**config.mk**
```make
export PLATFORM = sky130hd
export DESIGN_NAME = sram_like_arbiter
export DESIGN_NICKNAME = d
export VERILOG_FILES = /design/src/rtl/arb_pkg.sv /design/src/rtl/arb_order_fifo.sv /design/src/rtl/sram_like_arbiter.sv
export SDC_FILE = /design/constraint.sdc
export NUM_CORES = 1
export LEC_CHECK = 0
export BUFFER_PORTS_ARGS = -buffer_cell sky130_fd_sc_hd__buf_2
export CAP_MARGIN = 30
export CORE_AREA = 2 2 123 125
export DETAILED_ROUTE_END_ITERATION = 6
export DIE_AREA = 0 0 125 127
export HOLD_SLACK_MARGIN = 0.06
export SLEW_MARGIN = 10
export SYNTH_ARGS = -nofsm -noshare
export SYNTH_HDL_FRONTEND = slang
export SYNTH_SLANG_ARGS = --single-unit
```
**constraint.sdc**
```tcl
create_clock -name clk -period 5.2 [get_ports clk]
set_input_delay 1.04 -clock clk [delete_from_list [all_inputs] [get_ports clk]]
set_output_delay 1.04 -clock clk [all_outputs]
set_load 0.1 [all_outputs]
```
**src/rtl/arb_pkg.sv**
```systemverilog
// ============================================================================
// Module      : arb_pkg
// Description : Shared owner IDs, FSM states and access-size codes for the
//               sram-like inst/data arbiter.
// Revision    : 1.0 - initial release
// ============================================================================
`default_nettype none

package arb_pkg;

    localparam logic OWN_INST = 1'b0;
    localparam logic OWN_DATA = 1'b1;

    typedef enum logic [1:0] {
        IDLE   = 2'd0,
        LOCK_D = 2'd1,
        LOCK_I = 2'd2
    } arb_state_t;

    localparam logic [1:0] SIZE_BYTE = 2'd0;
    localparam logic [1:0] SIZE_HALF = 2'd1;
    localparam logic [1:0] SIZE_WORD = 2'd2;

endpackage

`default_nettype wire

```
**src/rtl/arb_order_fifo.sv**
```systemverilog
// ============================================================================
// Module      : arb_order_fifo
// Description : Small FIFO of 1-bit owner IDs recording the order in which
//               requests were accepted, so responses return to their owner.
// Revision    : 1.0 - initial release
// ============================================================================
`default_nettype none

module arb_order_fifo #(
    parameter int DEPTH = 2
) (
    input  logic clk,
    input  logic resetn,
    input  logic i_push,
    input  logic i_push_id,
    input  logic i_pop,
    output logic o_full,
    output logic o_empty,
    output logic o_head
);

    localparam int PTR_W = (DEPTH > 1) ? $clog2(DEPTH) : 1;
    localparam int CNT_W = $clog2(DEPTH) + 1;

    logic             r_mem [DEPTH];
    logic [PTR_W-1:0] r_wr_ptr;
    logic [PTR_W-1:0] r_rd_ptr;
    logic [CNT_W-1:0] r_count;

    logic w_do_push;
    logic w_do_pop;

    function automatic logic [PTR_W-1:0] next_ptr(input logic [PTR_W-1:0] p);
        if (p == PTR_W'(DEPTH - 1))
            return '0;
        return p + PTR_W'(1);
    endfunction

    assign o_full    = (r_count == CNT_W'(DEPTH));
    assign o_empty   = (r_count == '0);
    assign o_head    = r_mem[r_rd_ptr];
    assign w_do_push = i_push & ~o_full;
    assign w_do_pop  = i_pop & ~o_empty;

    // Payload storage needs no reset: only entries below r_count are read.
    always_ff @(posedge clk) begin
        if (w_do_push)
            r_mem[r_wr_ptr] <= i_push_id;
    end

    always_ff @(posedge clk) begin
        if (!resetn) begin
            r_wr_ptr <= '0;
            r_rd_ptr <= '0;
            r_count  <= '0;
        end else begin
            if (w_do_push)
                r_wr_ptr <= next_ptr(r_wr_ptr);
            if (w_do_pop)
                r_rd_ptr <= next_ptr(r_rd_ptr);
            case ({w_do_push, w_do_pop})
                2'b10:   r_count <= r_count + CNT_W'(1);
                2'b01:   r_count <= r_count - CNT_W'(1);
                default: r_count <= r_count;
            endcase
        end
    end

endmodule

`default_nettype wire

```
**src/rtl/sram_like_arbiter.sv**
```systemverilog
// ============================================================================
// Module      : sram_like_arbiter
// Description : Shares one sram-like port between inst and data masters with
//               locked grants, data priority and an inst starvation guard.
// Revision    : 1.0 - initial release
// ============================================================================
`default_nettype none

module sram_like_arbiter
    import arb_pkg::*;
#(
    parameter int OUTSTANDING  = 2,
    parameter int STARVE_LIMIT = 4
) (
    input  logic        clk,
    input  logic        resetn,
    input  logic        inst_req,
    input  logic        inst_wr,
    input  logic [1:0]  inst_size,
    input  logic [31:0] inst_addr,
    input  logic [3:0]  inst_wstrb,
    input  logic [31:0] inst_wdata,
    output logic        inst_addr_ok,
    output logic        inst_data_ok,
    output logic [31:0] inst_rdata,
    input  logic        data_req,
    input  logic        data_wr,
    input  logic [1:0]  data_size,
    input  logic [31:0] data_addr,
    input  logic [3:0]  data_wstrb,
    input  logic [31:0] data_wdata,
    output logic        data_addr_ok,
    output logic        data_data_ok,
    output logic [31:0] data_rdata,
    output logic        mem_req,
    output logic        mem_wr,
    output logic [1:0]  mem_size,
    output logic [31:0] mem_addr,
    output logic [3:0]  mem_wstrb,
    output logic [31:0] mem_wdata,
    input  logic        mem_addr_ok,
    input  logic        mem_data_ok,
    input  logic [31:0] mem_rdata,
    output logic        arb_err
);

    localparam int STV_W = $clog2(STARVE_LIMIT + 1);

    arb_state_t       r_state;
    arb_state_t       w_state_nxt;
    logic [STV_W-1:0] r_starve;
    logic             r_err;

    logic w_full;
    logic w_empty;
    logic w_head;
    logic w_sel_valid;
    logic w_sel;
    logic w_accept;
    logic w_pop;
    logic w_starved;

    assign w_starved = (r_starve == STV_W'(STARVE_LIMIT));

    // Grant selection and request mux; w_full is registered, so mem_data_ok
    // never reaches mem_req combinationally.
    always_comb begin
        w_sel_valid = 1'b0;
        w_sel       = OWN_INST;
        if (!w_full) begin
            case (r_state)
                IDLE: begin
                    if (data_req && !(w_starved && inst_req)) begin
                        w_sel_valid = 1'b1;
                        w_sel       = OWN_DATA;
                    end else if (inst_req) begin
                        w_sel_valid = 1'b1;
                        w_sel       = OWN_INST;
                    end
                end
                LOCK_D: begin
                    w_sel_valid = 1'b1;
                    w_sel       = OWN_DATA;
                end
                LOCK_I: begin
                    w_sel_valid = 1'b1;
                    w_sel       = OWN_INST;
                end
                default: begin
                    w_sel_valid = 1'b0;
                end
            endcase
        end
    end

    always_comb begin
        mem_req   = 1'b0;
        mem_wr    = 1'b0;
        mem_size  = 2'd0;
        mem_addr  = 32'd0;
        mem_wstrb = 4'd0;
        mem_wdata = 32'd0;
        if (w_sel_valid) begin
            if (w_sel == OWN_DATA) begin
                mem_req   = data_req;
                mem_wr    = data_wr;
                mem_size  = data_size;
                mem_addr  = data_addr;
                mem_wstrb = data_wstrb;
                mem_wdata = data_wdata;
            end else begin
                mem_req   = inst_req;
                mem_wr    = inst_wr;
                mem_size  = inst_size;
                mem_addr  = inst_addr;
                mem_wstrb = inst_wstrb;
                mem_wdata = inst_wdata;
            end
        end
    end

    assign w_accept     = mem_req & mem_addr_ok;
    assign inst_addr_ok = w_accept & (w_sel == OWN_INST);
    assign data_addr_ok = w_accept & (w_sel == OWN_DATA);

    always_comb begin
        w_state_nxt = r_state;
        case (r_state)
            IDLE: begin
                if (mem_req && !mem_addr_ok)
                    w_state_nxt = (w_sel == OWN_DATA) ? LOCK_D : LOCK_I;
            end
            LOCK_D, LOCK_I: begin
                if (w_accept)
                    w_state_nxt = IDLE;
            end
            default: w_state_nxt = IDLE;
        endcase
    end

    always_ff @(posedge clk) begin
        if (!resetn)
            r_state <= IDLE;
        else
            r_state <= w_state_nxt;
    end

    always_ff @(posedge clk) begin
        if (!resetn) begin
            r_starve <= '0;
        end else if (w_accept && (w_sel == OWN_DATA) && inst_req) begin
            if (!w_starved)
                r_starve <= r_starve + STV_W'(1);
        end else if ((w_accept && (w_sel == OWN_INST)) || !inst_req) begin
            r_starve <= '0;
        end
    end

    arb_order_fifo #(
        .DEPTH (OUTSTANDING)
    ) u_order_fifo (
        .clk       (clk),
        .resetn    (resetn),
        .i_push    (w_accept),
        .i_push_id (w_sel),
        .i_pop     (w_pop),
        .o_full    (w_full),
        .o_empty   (w_empty),
        .o_head    (w_head)
    );

    assign w_pop        = mem_data_ok & ~w_empty;
    assign inst_data_ok = w_pop & (w_head == OWN_INST);
    assign data_data_ok = w_pop & (w_head == OWN_DATA);
    assign inst_rdata   = mem_rdata;
    assign data_rdata   = mem_rdata;

    // A response with nothing outstanding means the slave and arbiter disagree.
    always_ff @(posedge clk) begin
        if (!resetn)
            r_err <= 1'b0;
        else if (mem_data_ok && w_empty)
            r_err <= 1'b1;
    end

    assign arb_err = r_err;

endmodule

`default_nettype wire

```
# Word-level counts from Yosys, hierarchy flattened
# Memories as Yosys holds them, arrays and structs flattened. A register that Yosys moved wholly into a read port is not among the register bits.
# Index checks and enable logic that the tools add are counted.
# word_totals
input_bits	180
elab_cells	92
out_inout_bits	141
ff_bits	10
ram_bits	2
mem_count	1
# mem_list
name	words	word_bits	rd	rd_ports_with_merged_regs	write_ports	line_no	source
u_order_fifo.r_mem	2	1	1	1	1	arb_order_fifo.sv:25	logic r_mem [DEPTH];
# classes
reduce_logical	18
n_addsub	5
n_eq_ne	9
n_bitwise	12
mux	41
# op_table
operator	count
32-bit two-way mux	4
1-bit two-way mux	23
2-bit two-way mux	5
3-bit two-way mux	3
1-bit AND	8
4-bit two-way mux	2
2-bit case mux with 2 select lines	2
1-bit logical AND	7
2-bit equality test, second input constant	3
2-bit by 1-bit equality test with 1-bit output, second input constant	2
2-bit zero test	2
2-bit inequality test, second input constant	2
1-bit NOT	4
1-bit case mux with 2 select lines	2
2-bit AND reduction	2
2-bit nonzero test	2
3-bit by 1-bit adder with 3-bit output, second input constant	1
3-bit equality test, second input constant	1
1-bit zero test	3
1-bit adder, second input constant	2
2-bit by 1-bit adder with 2-bit output, second input constant	1
2-bit by 1-bit inequality test with 1-bit output, second input constant	1
2-bit OR reduction	1
2-bit by 1-bit subtractor with 2-bit output, second input constant	1
1-bit logical OR	1

# Depth between registers and ports, before layout
# Gate-level depths: netlist of run 1.
# logic_depth
ltp_word	14
ltp_mapped	9
ltp_nobuf	9

# Hierarchy
# A second synthesis of run 1 with hierarchy kept.
# hier_totals
cells_unflattened	413
hier_area_um2	2534.9
# by_module_without_submodules
module	area_each_um2	n_inst	seq_area_each_um2	cells_per_inst
sram_like_arbiter	2235.9	1	120.1	383
arb_order_fifo	299.0	1	160.2	30

# Least setup slack after synthesis of run 1
# OpenSTA, ideal clock, no wires.
# synth_path
path_type	input-to-output
from	in inst_req
to	out mem_addr[12]
setup_slack_ns	0.743
path_buffers	2
required_time_ns	4.160
arrival_time_ns	3.417
path_stages	6
path_cell_list	nand3_1 -> a31o_2 -> clkbuf_1 -> buf_1 -> nand3_1 -> a21oi_1
# synth_between
elab_chain_cells	8
word_cells_on_any_way	12
classes_between	mux: 9; reduce/logical: 3
# synth_rtl
item	line_no	source
start: declaration	sram_like_arbiter.sv:17	input logic inst_req,
1-bit logical AND	sram_like_arbiter.sv:73	if (data_req && !(w_starved && inst_req)) begin
1-bit zero test	sram_like_arbiter.sv:73	
1-bit logical AND	sram_like_arbiter.sv:73	
1-bit two-way mux	sram_like_arbiter.sv:73	
1-bit case mux with 2 select lines	sram_like_arbiter.sv:71	case (r_state)
1-bit two-way mux	sram_like_arbiter.sv:70	if (!w_full) begin
32-bit two-way mux	sram_like_arbiter.sv:104	if (w_sel == OWN_DATA) begin
32-bit two-way mux (*)	sram_like_arbiter.sv:103	if (w_sel_valid) begin
end: declaration	sram_like_arbiter.sv:38	output logic [31:0] mem_addr,
# Every way passes the cells marked *; elsewhere a longest branch is shown, timed or not.

# Final worst setup path of run 1
# layout_path
from	in inst_req
to	out mem_wr
# layout_between
elab_chain_cells	8
word_cells_on_any_way	12
classes_between	mux: 9; reduce/logical: 3
# layout_rtl
item	line_no	source
1-bit logical AND	sram_like_arbiter.sv:73	
1-bit zero test	sram_like_arbiter.sv:73	
1-bit logical AND	sram_like_arbiter.sv:73	
1-bit two-way mux	sram_like_arbiter.sv:73	
1-bit case mux with 2 select lines	sram_like_arbiter.sv:71	
1-bit two-way mux	sram_like_arbiter.sv:70	
1-bit two-way mux	sram_like_arbiter.sv:104	
1-bit two-way mux (*)	sram_like_arbiter.sv:103	
end: declaration	sram_like_arbiter.sv:36	output logic mem_wr,
# Marks and branches as above.

==> results.py, run 1 <==
metrics = {
    "outcome": {
        "status": "finished, final reports clean",
    },
    "critical_path": {
        "worstSetupEndpointType": "output pin",
        "crit_chain": "buf_2 > nand3_1 > a31o_4 > nand3_1 > a21oi_1 > buf_2",
        "path_delay_family": "compound AO/OA/AOI/OAI gates",
        "worstSetupStartpointType": "input port",
        "worst_ep_arrival_time_ns": 3.04,
        "crit_required_ns": 4.16,
        "slowest_stage": "a31o_4",
        "path_buf_inv": 2,
        "crit_fanout": 75,
        "cpPeakStageDelay_ns": 0.72,
        "critPathKind": "in2out",
    },
    "cts": {
        "cts_max_path_buffers": 2,
        "cts_resized": 0,
        "htree_num_levels": 1,
        "clock_sinks": 13,
        "cts_root_buf": "clkbuf_16",
        "cts_buffers": 3,
        "cts_tree": "yes",
        "cts_hold_buf": 0,
        "clk_latency_ns": 0.24,
        "path_clk_slew_ns": 0.04,
        "post-cts-setup-buffers": 0,
    },
    "place": {
        "placed_cell_area_um2": 3260,
        "detailed_place_hpwl_mm": 7.77,
        "gp_congestion": 0.768,
        "io_buffers": 224,
    },
    "route": {
        "drtPass1Iterations": 5,
        "wl_per_cell_um": 14.3,
        "vias": 3365,
        "via_per_inst": 4.67,
        "drc": 0,
        "wirelength_mm": 10.3,
        "drt_iter0_drc": 219,
        "ant_nets": 0,
    },
    "synthesis": {
        "ys.warnings.count": 0,
        "synth_area_um2": 2450,
        "synth.distinct_cells": 34,
        "synthFlopType": "dfxtp_1",
        "syn_nets": 590,
        "synth-seq-area-share_pct": 11.4,
        "async_flop_share_pct": 0,
        "syn_inst": 404,
        "synth_edf_count": 2,
        "synth.avg_cell_area_um2": 6.07,
        "ys_seq_elements": 13,
    },
    "floorplan": {
        "start_util_pct": 17.0,
        "core_area_um2": 14400,
        "die_width_um": 125,
        "io_pins": 321,
        "die-area_um2": 15900,
        "rows": 44,
        "dieHeight_um": 127,
    },
    "global_route": {
        "grt_max_degree": 76,
        "grt_remaining_overflow": 0,
        "grt_pass1_vias": 3049,
        "grt.total_usage_pct": 11.7,
        "grt_pass1_wl_mm": 15.7,
        "antenna_found_initial": 0,
    },
    "finish": {
        "drive_above_1_share_pct": 45.0,
        "area_growth_pct": 37.9,
        "final_common_cell": "buf_2",
        "final_cell_mix": "224 x buf_2, 75 x o21ai_0, 75 x nand3_1, 75 x a21oi_1, 15 x nor2_1",
        "post-route-util_pct": 23.4,
        "stdcell_area_um2": 3380,
        "nNetsFinal": 723,
        "multiInputGateArea_um2": 1540,
        "fillers": 1679,
        "antenna_cells": 0,
        "final-seq-area_um2": 280,
    },
    "timing": {
        "rsz0062_at_grt": "no",
        "fmax_ghz": 0.245,
        "tns_ns": 0,
        "clock_skew_ns": 0.00204,
        "drv_slew": 0,
        "slew_headroom_pct": 41.5,
        "tightest_slew_ns": 0.877,
        "finalHoldViolations": 0,
        "fin_crit_ns": 4.08,
        "setup_viol_count_final": 0,
        "fin_crit_sh_pct": 78.4,
    },
    "job": {
        "cap_violations": 0,
    },
    "hold_path": {
        "hold_class": "reg2reg",
    },
}
cells in the mapped netlist (all sizes together), types with 3 or more instances:
cell type   n  share of area, %
a211oi      3              0.92
a21oi      75                15
buf        66                20
clkbuf     37               5.7
dfxtp      11               9.0
ha          6               3.1
inv        10               1.5
nand2       3              0.46
nand3      75                15
nor2       15               2.3
o21ai      76                16
per-layer routing:
metal  GRT usage [%]  vias to the layer above  part of all wire [%]
li1                -                     1640                     -
met3            2.01                       38                   8.9
met5               0                        -                     0
met4            4.38                        0                   3.1
met2            19.2                      187                    46
met1            15.4                     1500                    42
stage by stage:
step / hold slack [ns] / setup slack [ns] / std cells
after floorplan: 0.462 / 0.743 / 404
after global placement: 0.465 / 1.04 / 714
after detailed placement: 0.474 / 1.04 / 714
after CTS: 0.487 / 1.03 / 718
after global routing: 0.515 / 0.879 / 720
final: 0.479 / 1.12 / 720
logic make-up (layout without fill, tap and decap cells):
kind of cell    after synthesis  after routing  synth area share, %
flops                        13             13                 11.4
xor+xnor                      3              3                 1.07
mux                           2              2                0.868
buf+inv                     113            245                 27.4
compound gates              163            163                 35.1
simple gates                104            104                 21.1
fa+ha+maj                     6              6                 3.06
layout make-up:
cell class              instances  area share, %
multi-input cells             278           45.6
repair buffers                231           35.8
flip-flops and latches         13           8.29
well taps                     184           6.81
clock buffers                   4           2.33
inverters                      10           1.11
worst reg2reg max path: stages (launching register included):
cell,delay (ns)
dfxtp_1,0.32
inv_1,0.07
ha_1,0.34
o21ai_0,0.23
a211oi_1,0.46
nand3_1,0.27
ha_1,0.38
or3_1,0.38
a21oi_1,0.14
flip-flops by register name, summed over array words and instances (netlist names), named ones only:
signal	count
r_state	2
u_order_fifo.r_count	2
u_order_fifo.r_rd_ptr	1
u_order_fifo.r_wr_ptr	1
u_order_fifo.r_mem	2
r_starve	3
arb_err	1
worst paths after layout:
kind,slack [ns],startpoint,to,cells after the start
worst max register to register,2.55,r_state[1],u_order_fifo.r_count[1],8
worst min register to register,0.48,arb_err,arb_err,2
worst max-delay path,1.12,inst_req,mem_wr,6
worst min-delay path,0.48,arb_err,arb_err,2
Power of run 1 is not shown: default switching activity piles up to over one toggle a cycle in this logic, so the estimate is an artifact.
==> inputs of run 2 (changes only) <==
Settings changed: CORE_AREA 2 2 123 125 to 2 2 126 128, DIE_AREA 0 0 125 127 to 0 0 128 130.
Clock period 5.2 ns to 3.8 ns, I/O delays scaled along.
==> run 2 against run 1 <==
Against the previous run:
- final area up 39%
- routed wire length up 6.7%
- global-route usage up 0.55 points
- die area up 4.8%
- flip-flop and latch count did not move
- clock-buffer cell count unchanged
- core utilization grew 7.1 points
- worst hold slack got worse by 0.013 ns
- register-to-register slack worse by 1.4 ns
- clock skew shrank 0.0011 ns
==> results.py, run 2 (synthesis results as in run 1) <==
metrics = {
    "cts": {
        "clock_sinks": 13,
        "cts_root_buf": "clkbuf_16",
        "cts_hold_buf": 0,
        "htree_num_levels": 1,
        "cts_max_path_buffers": 2,
        "post-cts-setup-buffers": 0,
        "path_clk_slew_ns": 0.04,
        "clk_latency_ns": 0.24,
        "cts_buffers": 3,
        "cts_tree": "yes",
        "cts_resized": 0,
    },
    "finish": {
        "antenna_cells": 0,
        "final_common_cell": "buf_2",
        "regMostFlops": "r_starve",
        "largest_register_ffs": 3,
        "area_growth_pct": 92.0,
        "nNetsFinal": 727,
        "drive_above_1_share_pct": 56.7,
        "final-seq-area_um2": 280,
        "multiInputGateArea_um2": 1760,
        "fillers": 1643,
        "final_cell_mix": "153 x buf_2, 75 x o21ai_0, 75 x nand3_1, 74 x buf_12, 61 x a21oi_2",
    },
    "hold_path": {
        "hold_class": "reg2reg",
        "holdPathEnd": "arb_err",
        "hold_path_depth": 2,
        "worstHoldStart": "arb_err",
    },
    "timing": {
        "fin_crit_ns": 3.33,
        "drv_slew": 0,
        "rsz0062_at_grt": "no",
        "slew_headroom_pct": 60.8,
        "fin_crit_sh_pct": 87.7,
        "finalHoldViolations": 0,
        "fmax_ghz": 0.300,
        "tightest_slew_ns": 0.581,
        "tns_ns": 0,
        "setup_viol_count_final": 0,
        "clock_skew_ns": 0.000973,
    },
    "floorplan": {
        "die-area_um2": 16600,
        "core_area_um2": 15400,
        "io_pins": 321,
        "dieHeight_um": 130,
        "start_util_pct": 15.9,
        "die_width_um": 128,
        "rows": 46,
    },
    "critical_path": {
        "r2r-end": "u_order_fifo.r_count[1]",
        "critPathLaunch": "r_state[1]",
        "worst_ep_arrival_time_ns": 2.57,
        "r2r_start": "r_state[1]",
        "rr_worst_depth": 8,
        "critPathKind": "reg2out",
        "crit_fanout": 8,
        "crit_required_ns": 3.04,
        "path_buf_inv": 2,
        "cpPeakStageDelay_ns": 0.48,
        "worstSetupStartpointType": "flip-flop",
        "path_delay_family": "compound AO/OA/AOI/OAI gates",
        "worstSetupEndpointType": "output pin",
        "r2r_setup_slack_ns": 1.18,
        "crit_chain": "inv_1 > ha_1 > o21ai_0 > a211oi_1 > nand3_1 > nor2_1 > buf_2",
        "slowest_stage": "a211oi_1",
    },
    "route": {
        "drtPass1Iterations": 4,
        "drt_iter0_drc": 148,
        "wl_per_cell_um": 15.0,
        "wirelength_mm": 11.0,
        "ant_nets": 0,
        "via_per_inst": 4.54,
        "drc": 0,
        "vias": 3322,
    },
    "global_route": {
        "antenna_found_initial": 1,
        "grt_max_degree": 41,
        "grt_remaining_overflow": 0,
        "grt.total_usage_pct": 12.3,
        "grt_pass1_wl_mm": 16.6,
        "grt_pass1_vias": 3156,
    },
    "job": {
        "cap_violations": 0,
    },
    "place": {
        "gp_congestion": 0.761,
        "detailed_place_hpwl_mm": 8.70,
        "io_buffers": 224,
    },
    "outcome": {
        "status": "finished, final reports clean",
    },
}
[run 2: worst reg2reg max path: stages, from the launching register on]
cell and delay (ns):
dfxtp_1 0.32, inv_1 0.08, ha_1 0.32, o21ai_0 0.21
a211oi_1 0.48, nand3_1 0.26, ha_1 0.37, or3_1 0.37
a21oi_1 0.14
[run 2: worst max-delay path by stage]
stage	endpoint	cells past startpoint	slack, ns
final	data_addr_ok	7	0.47
after global routing	data_addr_ok	7	0.32
after CTS	data_addr_ok	7	0.51
after detailed placement	data_addr_ok	6	0.62
after global placement	data_addr_ok	6	0.63
after floorplan	mem_size[1]	5	0.16
[run 2: routing by layer]
metal	vias to the layer above	wire [µm]	track usage, %
li1	1643	-	-
met5	-	12	0
met4	2	125	2.78
met3	20	787	2.87
met2	141	5530	21.3
met1	1516	4500	15.5
[run 2: layout make-up]
cell class	count	share of cell area, %
timing repair buffer	235	49.0
multi-input combinational	278	37.4
sequential	13	5.96
tap	192	5.11
clock buffer	4	1.68
inverter	10	0.798
[run 2: through the flow]
stage | utilization, % | hold WS (ns) | cells | instance area [µm²] | setup WS, ns
4_1_cts | 30.5 | 0.472 | 732 | 4710 | 0.505
3_5_place_dp | 30.0 | 0.462 | 728 | 4630 | 0.623
3_3_place_gp | 30.0 | 0.451 | 728 | 4630 | 0.633
2_1_floorplan | - | 0.462 | 404 | 2680 | 0.161
6_report | 30.5 | 0.466 | 732 | 4710 | 0.468
5_1_grt | 30.5 | 0.516 | 732 | 4710 | 0.318
Power of run 2 is left out for the same reason.
